**config.mk**
```make
export PLATFORM = sky130hd
export DESIGN_NAME = rtc_bus_ctrl
export DESIGN_NICKNAME = d
export VERILOG_FILES = /design/src/rtl/rtc_bus_ctrl.sv
export SDC_FILE = /design/constraint.sdc
export NUM_CORES = 1
export LEC_CHECK = 0
export BUFFER_PORTS_ARGS = -buffer_cell sky130_fd_sc_hd__buf_2
export CAP_MARGIN = 15
export CORE_UTILIZATION = 40
export DETAILED_ROUTE_END_ITERATION = 12
export GPL_ROUTABILITY_DRIVEN = 1
export HOLD_SLACK_MARGIN = 0.15
export PLACE_DENSITY_LB_ADDON = 0.05
export SYNTH_ARGS = -nofsm -noshare
export SYNTH_HDL_FRONTEND = slang
export SYNTH_SLANG_ARGS = --single-unit
```
**constraint.sdc**
```tcl
create_clock -name CLK -period 3 [get_ports CLK]
set_input_delay 0.6 -clock CLK [delete_from_list [all_inputs] [get_ports CLK]]
set_output_delay 0.6 -clock CLK [all_outputs]
set_load 0.01 [all_outputs]
```
**src/rtl/rtc_bus_ctrl.sv**
```systemverilog
// Bus-cycle engine for the RTC multiplexed address/data bus.
// Runs one register access (address phase, gap, data phase) per request and pulses fin when done.
module rtc_bus_ctrl #(
  parameter int T_SU  = 2,
  parameter int T_PW  = 4,
  parameter int T_H   = 2,
  parameter int T_GAP = 2
) (
  input  logic       CLK,
  input  logic       reset,
  input  logic       escritura,
  input  logic       lectura,
  input  logic [7:0] ADD2,
  input  logic [7:0] Dato_in,
  output logic       fin,
  output logic       busy,
  output logic [7:0] Dato_leido,
  output logic [7:0] AD_out,
  output logic       AD_oe,
  input  logic [7:0] AD_in,
  output logic       CS_n,
  output logic       RD_n,
  output logic       WR_n,
  output logic       A_D
);

  typedef enum logic [3:0] {
    IDLE,
    ADDR_SU,
    ADDR_PW,
    ADDR_H,
    GAP,
    DATA_SU,
    DATA_PW,
    DATA_H,
    DONE,
    RECOVER
  } state_t;

  localparam logic [3:0] SU_M1  = 4'(T_SU - 1);
  localparam logic [3:0] PW_M1  = 4'(T_PW - 1);
  localparam logic [3:0] H_M1   = 4'(T_H - 1);
  localparam logic [3:0] GAP_M1 = 4'(T_GAP - 1);

  state_t     state, state_next;
  logic [3:0] count, count_next;
  logic [7:0] addr, addr_next;
  logic [7:0] wdata, wdata_next;
  logic       is_write, is_write_next;
  logic       capture;

  logic       fin_d, busy_d, ad_oe_d, cs_n_d, rd_n_d, wr_n_d, a_d_d;
  logic [7:0] ad_out_d;

  always_ff @(posedge CLK or negedge reset) begin
    if (!reset) begin
      state    <= IDLE;
      count    <= 4'd0;
      addr     <= 8'h00;
      wdata    <= 8'h00;
      is_write <= 1'b0;
    end else begin
      state    <= state_next;
      count    <= count_next;
      addr     <= addr_next;
      wdata    <= wdata_next;
      is_write <= is_write_next;
    end
  end

  // Each phase counts down from (length - 1) and hands over to the next phase at zero.
  always_comb begin
    state_next    = state;
    count_next    = count;
    addr_next     = addr;
    wdata_next    = wdata;
    is_write_next = is_write;
    if (state == IDLE) begin
      if (escritura || lectura) begin
        state_next    = ADDR_SU;
        count_next    = SU_M1;
        addr_next     = ADD2;
        wdata_next    = Dato_in;
        is_write_next = escritura;
      end
    end else if (count != 4'd0) begin
      count_next = count - 4'd1;
    end else begin
      case (state)
        ADDR_SU: begin state_next = ADDR_PW; count_next = PW_M1;  end
        ADDR_PW: begin state_next = ADDR_H;  count_next = H_M1;   end
        ADDR_H:  begin state_next = GAP;     count_next = GAP_M1; end
        GAP:     begin state_next = DATA_SU; count_next = SU_M1;  end
        DATA_SU: begin state_next = DATA_PW; count_next = PW_M1;  end
        DATA_PW: begin state_next = DATA_H;  count_next = H_M1;   end
        DATA_H:  begin state_next = DONE;    count_next = 4'd0;   end
        DONE:    begin state_next = RECOVER; count_next = GAP_M1; end
        default: begin state_next = IDLE;    count_next = 4'd0;   end
      endcase
    end
  end

  assign capture = (state == DATA_PW) && (count == 4'd0) && !is_write;

  // Bus outputs are decoded from the upcoming state and registered so strobes never glitch.
  always_comb begin
    fin_d    = 1'b0;
    busy_d   = (state_next != IDLE);
    ad_oe_d  = 1'b0;
    ad_out_d = 8'h00;
    cs_n_d   = 1'b1;
    rd_n_d   = 1'b1;
    wr_n_d   = 1'b1;
    a_d_d    = 1'b1;
    case (state_next)
      ADDR_SU, ADDR_PW, ADDR_H: begin
        cs_n_d   = 1'b0;
        a_d_d    = 1'b0;
        ad_oe_d  = 1'b1;
        ad_out_d = addr_next;
        wr_n_d   = (state_next != ADDR_PW);
      end
      DATA_SU, DATA_PW, DATA_H: begin
        cs_n_d = 1'b0;
        if (is_write_next) begin
          ad_oe_d  = 1'b1;
          ad_out_d = wdata_next;
          wr_n_d   = (state_next != DATA_PW);
        end else begin
          rd_n_d = (state_next != DATA_PW);
        end
      end
      DONE:    fin_d = 1'b1;
      default: ;
    endcase
  end

  always_ff @(posedge CLK or negedge reset) begin
    if (!reset) begin
      fin        <= 1'b0;
      busy       <= 1'b0;
      AD_oe      <= 1'b0;
      AD_out     <= 8'h00;
      CS_n       <= 1'b1;
      RD_n       <= 1'b1;
      WR_n       <= 1'b1;
      A_D        <= 1'b1;
      Dato_leido <= 8'h00;
    end else begin
      fin    <= fin_d;
      busy   <= busy_d;
      AD_oe  <= ad_oe_d;
      AD_out <= ad_out_d;
      CS_n   <= cs_n_d;
      RD_n   <= rd_n_d;
      WR_n   <= wr_n_d;
      A_D    <= a_d_d;
      if (capture) Dato_leido <= AD_in;
    end
  end

endmodule

```
-- Word-level counts from Yosys, hierarchy flattened
Memory sizes are Yosys's and may differ from the RTL's.
Index checks and enable logic that the tools add are counted.
Widths: inputs -> output; s select.
- add/sub/neg operators: 1
- equal/unequal tests: 11
- mux-type cells: 23
- reduce and logical (&&, ||, !) cells: 11
- operators by type and width (kind ; count):
    $mux 8 ; 5
    $mux 4 ; 6
    $eq 4x3->1 const B ; 4
    $pmux 8 s2 ; 1
    $mux 1 ; 9
    $eq 4x2->1 const B ; 2
    $logic_not 4->1 ; 2
    $reduce_bool 4->1 ; 2
    $reduce_or 3->1 ; 2
    $reduce_or 6->1 ; 1
    $eq 4x1->1 const B ; 1
    $eq 4x4->1 const B ; 1
    $ne 4x2->1 const B ; 1
    $ne 4x3->1 const B ; 1
    $pmux 1 s2 ; 2
    $sub 4x1->4 const B ; 1
    $logic_and 1x1->1 ; 2
    $ne 2x1->1 const B ; 1
    $logic_not 1->1 ; 1
    $logic_or 1x1->1 ; 1
- register bits after elaboration: 48
- ROM bits: 96
- input bits: 28
- output and inout port bits: 23
- word-level logic and storage cells: 61
- memories kept: 1
- memories (memory ; words ; width ; read ports ; clocked after memory_dff ; wr ports ; line ; source):
    (name not given) ; 16 ; 6 ; 1 ; 0 ; 0 ; 89 ; case (state)

-- Longest topological paths before layout
- word-level depth: 6
- mapped depth: 8
- depth with buffers taken out: 8

-- Worst setup path before layout
Ideal clock, no wire load.
- kind: register to register
- start: reg state[0]
- end: reg AD_out[0]
- library setup time: 119 ps
- arrival: 1906 ps
- data required time: 2881 ps
- path slack: 975 ps
- cell stages (with the launch flop): 9
- buffers on the path: 1
- clock period less this slack: 2025 ps
- cell sequence: dfrtp_1 -> inv_1 -> ha_1 -> or3b_4 -> nor2_8 -> buf_8 -> mux2i_1 -> o22ai_1 -> and2_1
- word-level cells in the longest chain between the ends: 6
- elaborated cells between the ends (all ways): 18
- classes of those cells: 6 x eq/ne; 8 x mux; 3 x reduce/logical; 1 x memory
- ends and longest elaborated chain (element ; line ; source):
    start, declared ; 45 ; state_t state, state_next;
    start signal, assigned ; 63 ; state <= state_next;
    $mem_v2 16x6 ; n/a ;
    $mux 4 ; 86 ; end else if (count != 4'd0) begin
    $mux 4 ; 78 ; if (state == IDLE) begin
    $eq 4x3->1, or another cell as far along ; 115 ; case (state_next)
    $reduce_or 3->1 ; 115 ;
    $pmux 8 s2 (*) ; 115 ;
    net ad_out_d[0] ; 53 ; logic [7:0] ad_out_d;
    end signal, assigned ; 153 ; AD_out <= ad_out_d;
    end, declared ; 18 ; output logic [7:0] AD_out,
Mark *: on every way through the listed nets, which the timed path passes. The rest lies on a longest branch.
A chain may end at the register's enable or synchronous reset.

-- Worst setup path after layout
Same ends and word-level chain as after synthesis.

==> run summary <==
Die height -> 75.6 um
CP Class -> reg -> reg
CP max stage cell -> dfrtp_1
Ranking of synthesized cells by area -> dfrtp_1, mux2i_1, dfstp_2
Cell Area, Placed -> 2480 um^2
# resized after CTS -> 0
H-tree levels -> 2
Commonest non-fill, non-tap cell in the layout -> buf_2
TNS Setup -> 0 ps
FMAX -> 441 MHz
Synthesized instance count -> 182
CTS Buf Count -> 5
Sequential share of the synthesized area -> 0.557
Top-area cell type share of the netlist area -> 0.508
Diode count -> 0
Vias per cell -> 4.83
Peak supply drop -> 0.407 mV
Clk sinks -> 48
CP Cell Sequence -> inv_1 -> ha_1 -> or3b_4 -> nor2_8 -> mux2i_1 -> o22ai_1 -> and2_1
Root Driver -> clkbuf_8
DRT antenna net count -> 0
Starting DRT DRC Count -> 79
Number of global-route vias before repair -> 1,428
Fin. Hold Viols -> 0
Share of layout cells above drive strength 1 -> 0.343
CP endpoint kind -> flop
Status -> complete, no violations
Post-CTS Setup Repair Bufs -> 0
Die footprint -> 5720 um^2
Main synth FF type -> dfrtp_1
Final period util -> 0.757
Clk pin slew, worst setup/hold paths -> 90 ps
Core box area -> 5170 um^2
Drt pass-1 iters -> 4
Synthesized cell area -> 2170 um^2
Hold Path Class -> in -> async
Initial Utilization -> 0.419
P&R area growth vs syn -> 21.0%
Design Area, Final -> 2620 um^2
WL final -> 4110 um
Drc violations -> 0
Number of cells on the worst reg-to-reg path -> 7
Yosys warnings -> 0
Die Wd -> 75.6 um
WP data arrival -> 2460 ps
Largest fanout on the critical path -> 16
Count of cell types in the netlist -> 36
RePlAce Congestion -> 0.789
Largest net degree at the start of global routing -> 49
Power per cell area -> 1050 nW/um^2
Unrepaired setup endpoints after global routing -> false
Global-route wire length before repair -> 6330 um
Post-DP HPWL -> 2980 um
Worst Tran Pin Value -> 518 ps
Most frequent cells in the layout -> buf_2, dfrtp_1, inv_1, mux2i_1, and2_1
Clock insertion delay at the later pin of the skew report -> 300 ps
CTS tree -> done
Gr usage total -> 0.153
Post-synth EDFFs -> 0
Dominant cell type by area after synthesis -> dfrtp_1
CTS hold repair buffers -> 0
#FFs+latches synth -> 48
Synth Area per Inst -> 11.9 um^2
Syn_nets -> 217
Via count -> 1,493
Clk_skew -> 8.97 ps
Nets -> 273
# Max-Cap Violations -> 0
Final min period -> 2270 ps
Max-slew violations -> 0
Critical path launch point type -> flop
Final setup fails -> 0
Io pins -> 51
Leak pwr -> 1.29 nW
Ys async rst share -> 1.00
Total global routing overflow -> 0
Port Buffers -> 50
WP data required -> 3190 ps
Std cell rows -> 26
CTS max path bufs -> 2
Peak per-stage delay on the critical path -> 440 ps
Initial antenna violation count -> 0
DR WL/cell -> 13.3 um
Worst slew margin -> 0.654
-- layer usage --
layer	vias up	GRT usage	part of all wire
li1	726	-	-
met1	714	0.194	0.46
met2	48	0.241	0.48
met3	5	0.0463	0.056
met4	0	0.0679	0.0090
met5	-	0	0
-- synth_stat cells, drive strengths merged (4+ instances only) --
cell type	number
inv	26
and2	11
nor2	8
nand2	7
nor2b	5
dfstp	4
o22ai	8
o21ai	8
ha	7
nor3	4
mux2	9
mux2i	16
dfrtp	44
-- critical path: cells and delay by family (launching register included) --
family / cells / cell delay (ps)
adder cells (fa/ha/maj): 1 / 230
AO/OA/AOI/OAI: 1 / 110
AND/OR/NAND/NOR: 3 / 940
flip-flops: 1 / 440
buffers and inverters: 1 / 120
multiplexers: 1 / 310
-- layout make-up --
| cell class | instances | area, um^2 |
|---|---|---|
| Multi-Input combinational cell | 105 | 832 |
| Clock buffer | 6 | 82.6 |
| Clock inverter | 2 | 38.8 |
| Inverter | 26 | 97.6 |
| Tap cell | 70 | 87.6 |
| Timing Repair Buffer | 52 | 278 |
| Fill cell | 460 | 2550 |
| Sequential cell | 48 | 1210 |
-- kinds of logic after synthesis --
kind of cell | Yosys count | share of synthesized area
and+or+nand+nor | 46 | 0.139
muxes | 25 | 0.121
adders and majority gates | 7 | 0.0404
buffers and inverters | 29 | 0.0595
AOI/OAI and AO/OA | 27 | 0.0837
DFF | 48 | 0.557
-- state kept, by name, indices dropped and copies added (netlist names) --
name        count
AD_out          8
Dato_leido      8
addr            8
wdata           8
count           4
state           4
AD_oe           1
A_D             1
CS_n            1
RD_n            1
WR_n            1
busy            1
fin             1
is_write        1
-- power breakdown --
part | switching [mW] | internal [mW]
combinational | 0.666 | 0.528
clock | 0.210 | 0.273
sequential | 0.135 | 0.940
total | 1.01 | 1.74
-- worst paths after layout --
path | startpoint | to | slack (ps)
min in group CLK | wdata[7] | wdata[7] | 490
min reg2reg | wdata[7] | wdata[7] | 490
min | reset | state[0] | 160
max reg2reg | state[0] | AD_out[0] | 730
max in group asynchronous | reset | CS_n | 2310
max | state[0] | AD_out[0] | 730
-- through the flow --
stage	utilization	total power, mW	instances	setup slack, ps	hold WS [ps]
floorplan	-	1.96	182	975	304
global placement	0.480	2.25	300	816	464
detailed placement	0.480	2.29	300	760	465
CTS	0.503	2.78	308	736	488
global route	0.507	2.98	309	559	151
finish	0.507	2.75	309	730	155
Note: power is estimated with default switching activity, not from simulation.
